[src/rtl/fft8_posit_sched.sv]
// rtl/fft8_posit_sched.sv - 8-point radix-2 FFT scheduler driving an external posit butterfly
module fft8_posit_sched #(
    parameter int BF_LAT = 1
) (
    input  logic        clk,
    input  logic        rst_n,
    input  logic        start,
    output logic        busy,
    output logic        done,
    input  logic [31:0] in_data,
    input  logic        in_valid,
    output logic        in_ready,
    output logic [31:0] out_data,
    output logic        out_valid,
    input  logic        out_ready,
    output logic [31:0] bf_num1,
    output logic [31:0] bf_num2,
    output logic [2:0]  bf_twiddle,
    output logic        bf_valid,
    input  logic [31:0] bf_result1,
    input  logic [31:0] bf_result2
);

    typedef enum logic [2:0] {IDLE, LOAD, ISSUE, DRAIN, UNLOAD} state_t;

    state_t      state, state_nx;
    logic [2:0]  cnt;
    logic [1:0]  stage;
    logic [1:0]  bfk;
    logic [1:0]  wr_cnt;
    logic        done_r;
    logic [31:0] mem [8];

    logic [2:0]        tag_a [BF_LAT];
    logic [2:0]        tag_b [BF_LAT];
    logic [BF_LAT-1:0] tag_v;

    logic [2:0] a_idx, b_idx, tw;
    logic       in_hs, out_hs, issue, wr_en;

    assign in_hs  = (state == LOAD) && in_valid;
    assign out_hs = (state == UNLOAD) && out_ready;
    assign issue  = (state == ISSUE);
    assign wr_en  = tag_v[BF_LAT-1];

    // Butterfly addressing for stage s, index k: pairs span 1<<s apart, twiddle j<<(2-s)
    always_comb begin
        a_idx = '0;
        b_idx = '0;
        tw    = '0;
        case (stage)
            2'd0: begin
                a_idx = {bfk, 1'b0};
                b_idx = {bfk, 1'b1};
            end
            2'd1: begin
                a_idx = {bfk[1], 1'b0, bfk[0]};
                b_idx = {bfk[1], 1'b1, bfk[0]};
                tw    = {1'b0, bfk[0], 1'b0};
            end
            default: begin
                a_idx = {1'b0, bfk};
                b_idx = {1'b1, bfk};
                tw    = {1'b0, bfk};
            end
        endcase
    end

    always_comb begin
        state_nx = state;
        case (state)
            IDLE:   if (start && !done_r) state_nx = LOAD;
            LOAD:   if (in_valid && cnt == 3'd7) state_nx = ISSUE;
            ISSUE:  if (bfk == 2'd3) state_nx = DRAIN;
            DRAIN:  if (wr_en && wr_cnt == 2'd3) state_nx = (stage == 2'd2) ? UNLOAD : ISSUE;
            UNLOAD: if (out_ready && cnt == 3'd7) state_nx = IDLE;
            default: state_nx = IDLE;
        endcase
    end

    always_ff @(posedge clk or negedge rst_n) begin
        if (!rst_n) begin
            state  <= IDLE;
            cnt    <= '0;
            stage  <= '0;
            bfk    <= '0;
            wr_cnt <= '0;
            done_r <= 1'b0;
            tag_v  <= '0;
        end else begin
            state  <= state_nx;
            done_r <= out_hs && (cnt == 3'd7);
            if (in_hs || out_hs) cnt <= cnt + 3'd1;
            if (issue) bfk <= bfk + 2'd1;
            if (wr_en) wr_cnt <= wr_cnt + 2'd1;
            if (state == DRAIN && state_nx != DRAIN)
                stage <= (stage == 2'd2) ? 2'd0 : stage + 2'd1;
            for (int i = BF_LAT - 1; i > 0; i--) tag_v[i] <= tag_v[i-1];
            tag_v[0] <= issue;
        end
    end

    // Addresses travel with the valid bit; only tag_v needs reset to squash in-flight writes
    always_ff @(posedge clk) begin
        for (int i = BF_LAT - 1; i > 0; i--) begin
            tag_a[i] <= tag_a[i-1];
            tag_b[i] <= tag_b[i-1];
        end
        tag_a[0] <= a_idx;
        tag_b[0] <= b_idx;
        if (in_hs) mem[{cnt[0], cnt[1], cnt[2]}] <= in_data;
        if (wr_en) begin
            mem[tag_a[BF_LAT-1]] <= bf_result1;
            mem[tag_b[BF_LAT-1]] <= bf_result2;
        end
    end

    assign busy       = (state != IDLE);
    assign done       = done_r;
    assign in_ready   = (state == LOAD);
    assign out_valid  = (state == UNLOAD);
    assign out_data   = mem[cnt];
    assign bf_valid   = issue;
    assign bf_num1    = mem[a_idx];
    assign bf_num2    = mem[b_idx];
    assign bf_twiddle = issue ? tw : 3'd0;

endmodule

[config.mk]
export PLATFORM = sky130hd
export DESIGN_NAME = fft8_posit_sched
export DESIGN_NICKNAME = d
export VERILOG_FILES = /design/src/rtl/fft8_posit_sched.sv
export SDC_FILE = /design/constraint.sdc
export NUM_CORES = 1
export LEC_CHECK = 0
export ABC_AREA = 1
export CORE_AREA = 2 2 220 222
export DETAILED_ROUTE_END_ITERATION = 7
export DIE_AREA = 0 0 222 224
export GPL_ROUTABILITY_DRIVEN = 0
export PLACE_DENSITY = 0.64
export SYNTH_ARGS = -nofsm -noshare
export SYNTH_HDL_FRONTEND = slang
export SYNTH_SLANG_ARGS = --single-unit
[constraint.sdc]
create_clock -name clk -period 3.71 [get_ports clk]
set_clock_uncertainty 0.1 [all_clocks]
set_input_delay 0.742 -clock clk [delete_from_list [all_inputs] [get_ports clk]]
set_output_delay 0.742 -clock clk [all_outputs]
set_load 0.1 [all_outputs]
==> impl_results.rst, run 1 <==
.. list-table::
   :header-rows: 1

   * - Metric
     - Value
   * - Run status
     - finished, final reports clean
   * - Fraction of the cycle the final worst path needs
     - 0.979
   * - Fillcell total
     - 4327
   * - Reg2Reg Setup Slack
     - 0.86 ns
   * - Overall die width
     - 222 um
   * - Area of the core
     - 0.0473 mm2
   * - DIE HEIGHT
     - roughly 220 um
   * - Post-layout utilization of the core
     - 0.542
   * - Final Max Slew Viols
     - 0
   * - Area share of the largest cell type after synthesis
     - 0.366
   * - Top FF cell, synth
     - sky130_fd_sc_hd__edfxtp_1
   * - Worst-case clock buffer depth
     - 3
   * - Worst hold path depth
     - 1
   * - Root Buffer
     - sky130_fd_sc_hd__clkbuf_16
   * - Max H-tree Level
     - 1
   * - Worst Setup Slack post-DPL
     - 0.672 ns
   * - Most frequent cell after synthesis
     - sky130_fd_sc_hd__nand2_1
   * - RSZ-0062 raised after global routing
     - no
   * - CP bufs+invs
     - 3
   * - Syn_nets
     - between 2000 and 3000
   * - Data arrival time of the critical path
     - 2.79 ns
   * - Number of buffers created by CTS
     - 30
   * - Total of max-cap violations
     - 0
   * - I/O Buffers
     - about 200
   * - Worst Setup Start Kind
     - flip-flop
   * - Post-detailed-placement cell area
     - between 0.02 and 0.025 mm2
   * - Count of nets left with antenna violations after detail routing
     - 0
   * - Class of the most critical setup path
     - flip-flop to primary output
   * - Hold path startpoint
     - wr_cnt[0]
   * - Sequential element share of the synthesized area
     - 0.388
   * - Net count, final
     - 3051
   * - DR iter-0 viols
     - 2810
   * - Kind of cell adding the most delay to the critical path
     - buffers and inverters
   * - Leak
     - 10.7 nW
   * - Starting density of the core
     - 0.444
   * - Total Die Area
     - 0.0497 mm2
   * - Startpoint of the most critical register-to-register path
     - cnt[1]
   * - Site Rows
     - 80
   * - Total stage count of the critical path
     - 9
   * - Wire length of the first global-routing pass
     - approximately 120000 um
   * - F_max
     - 0.275 GHz
   * - Number of iterations in the first detailed-routing pass
     - 6
   * - Share of post-route cells with drive strength above 1
     - 0.0934
   * - Detailed-route DRC error count
     - 0
   * - End of the worst hold path
     - wr_cnt[0]
   * - Synth area leaders
     - sky130_fd_sc_hd__edfxtp_1 (37%), sky130_fd_sc_hd__o211ai_1 (18%), sky130_fd_sc_hd__nand2_1 (16%)
   * - Stage delay of the slowest cell on the critical path
     - roughly 0.59 ns
   * - Slowest stage cell, crit path
     - sky130_fd_sc_hd__dfrtp_4
   * - Final count of hold timing violations
     - 0
   * - Element type at the critical path end
     - primary output
   * - Pwr Density
     - between 200 and 300 mW/mm2
   * - Transition time at the pin with the least slew margin
     - 0.962 ns
   * - Antenna violations before repair
     - 2
   * - Via total after detailed routing
     - 22200
   * - Summed area of non-filler cells in the final layout
     - 0.0257 mm2
   * - Number of ports placed on the die boundary
     - between 200 and 250
   * - Total number of clock tree sinks
     - 276
   * - Largest net degree at the start of global routing
     - around 160
   * - Register clock-pin slew on the reported worst setup and hold paths
     - 0.07 ns
   * - Clock latency of the later-clocked register in the worst-skew pair
     - 0.59 ns
   * - Fraction of registers with async set/reset
     - 0.0507
   * - Number of distinct library cell variants in the gate-level netlist after synthesis
     - 29
   * - DRT Wirelength
     - 80800 um
   * - Layout overhead on the synthesized area
     - 22.3%
   * - Instance count of the mapped netlist
     - around 2900
   * - Cell area after synthesis
     - 0.0210 mm2
   * - Critical Path RT
     - 2.87 ns
   * - Relative slew margins
     - 0.356
   * - FF+latch count, synth
     - 276
   * - Wire per inst
     - 22.5 um
   * - Mapped Avg Cell Area
     - roughly 7.3 um2
   * - CTS tree
     - yes
   * - Endpoint of the most critical register-to-register path
     - mem[7][14]
   * - Finish-stage setup viols
     - 0
   * - Congestion Overflow GR
     - 0
   * - Count of synthesis-stage warnings from yosys
     - 0
   * - Leading area contributor after synthesis
     - sky130_fd_sc_hd__edfxtp_1
   * - Avg Vias per Cell
     - 6.21
   * - GRT Overall Usage
     - 0.315
   * - Number of cells on the worst reg-to-reg path
     - 8
   * - Path category of the worst min-delay check
     - flip-flop to flip-flop
   * - Number of global-route vias before repair
     - 21000
   * - Hpwl dp
     - 49700 um
   * - Post-Route Setup TNS
     - 0 ns
   * - Time the worst path needs with I/O delays and setup
     - about 3.6 ns
   * - Sequential cell area in the final layout
     - 0.00817 mm2
   * - Worst vdd rail ir drop
     - approximately 280 uV
   * - Top cells by instance count after synthesis
     - sky130_fd_sc_hd__nand2_1 (912), sky130_fd_sc_hd__o211ai_1 (512), sky130_fd_sc_hd__o21ai_0 (380)
   * - Worst-case setup margin in the final layout
     - 0.0777 ns
   * - Cell-by-cell listing of the critical path
     - o21ai_0 -> nand2_2 -> clkinv_2 -> buf_12 -> o211ai_1 -> nand2_1 -> nand2_1 -> nand2_1 -> buf_12
   * - Worst hold margin
     - 0.376 ns
   * - Number of enable-type register cells in the synthesized netlist
     - 256
   * - Critical-path maximum fanout
     - 24
   * - Most used cell along the critical path
     - sky130_fd_sc_hd__nand2_1
   * - Area occupied by multi-input gates
     - 0.0108 mm2
[power breakdown]
| part | switching (mW) | internal [mW] |
|---|---|---|
| Combinational | 0.248 | 0.205 |
| Clock | 1.38 | 1.74 |
| Sequential | 0 | 3.40 |
[cells by family after synthesis]
logic type / after synthesis / synth area share
adders and majority gates: 8 / 0.00477
DFF: 276 / 0.388
AOI/OAI and AO/OA: 1066 / 0.319
xor gates and xnor gates: 3 / 0.00125
and+or+nand+nor: 993 / 0.182
buffers and inverters: 538 / 0.104
other: 1 / 0.000179
[layout by cell type, fill, tap and decap left out, types with 43 or more instances in the layout]
cell                                n
sky130_fd_sc_hd__o21ai_0          380
sky130_fd_sc_hd__a21oi_1          129
sky130_fd_sc_hd__buf_12           118
sky130_fd_sc_hd__buf_4             58
sky130_fd_sc_hd__edfxtp_1         256
sky130_fd_sc_hd__o211ai_1         512
sky130_fd_sc_hd__nand2_1          898
sky130_fd_sc_hd__inv_1            273
sky130_fd_sc_hd__nand3_1           43
sky130_fd_sc_hd__clkdlybuf4s50_1  101
[worst max path at each step]
stage | to | from | slack [ns]
finish | bf_num2[13] | bfk[0] | 0.08
detailed placement | bf_num2[13] | bfk[0] | 0.67
global placement | bf_num2[13] | bfk[0] | 0.65
floorplan | bf_twiddle[0] | state[2] | 0.14
global route | bf_num2[20] | bfk[0] | 0.004
CTS | bf_num2[13] | bfk[0] | 0.02
[repair_timing]
action,CTS,global route
hold buffers,0,0
endpoints found under the setup margin,0,46
endpoints found under the hold margin,0,0
setup buffers,0,3
gates resized for setup,0,6
[registers in the layout (all words and copies together), names as in the netlist]
signal,flops
mem,256
cnt,3
state,3
tag_a,3
tag_b,3
bfk,2
stage,2
wr_cnt,2
done,1
tag_v,1
[worst register-to-register path: cells and delay by family, from the launching register on]
| kind | cells | cell delay [ns] |
|---|---|---|
| buffers and inverters | 3 | 1.09 |
| adder cells (fa/ha/maj) | 2 | 0.54 |
| flip-flops | 1 | 0.40 |
| AND/OR/NAND/NOR | 3 | 0.31 |
[area by class of cell]
class	count	area share
timing repair buffer	279	0.150
sequential	276	0.318
tap	615	0.0300
antenna	1	0.0000974
clock inverter	24	0.00872
clock buffer	32	0.0304
multi-input combinational	2072	0.421
inverter	283	0.0416
[stage by stage]
step                      power, mW  std cells
after floorplan                3.69       2885
after global placement         3.90       3521
after detailed placement       3.91       3521
after CTS                      6.97       3577
after global routing           7.13       3582
final                          6.96       3582
[layer usage]
layer / GRT usage / vias to the layer above / wire length [um]
met5: 0 / - / 13
met4: 0.160 / 2 / 3820
met3: 0.0551 / 274 / 8740
met2: 0.513 / 1359 / 36900
met1: 0.405 / 10400 / 31300
li1: - / 10200 / -
(Power assumes the default switching activity.)
==> inputs of run 2 (changes only) <==
--- a/config.mk
+++ b/config.mk
@@ -7,6 +7,7 @@
 export LEC_CHECK = 0
 export ABC_AREA = 1
 export CORE_AREA = 2 2 220 222
+export CTS_CLUSTER_DIAMETER = 100
 export DETAILED_ROUTE_END_ITERATION = 7
 export DIE_AREA = 0 0 222 224
 export GPL_ROUTABILITY_DRIVEN = 0
==> results of run 2 <==
No change in the layout: final DEF, timing and power equal those of run 1.
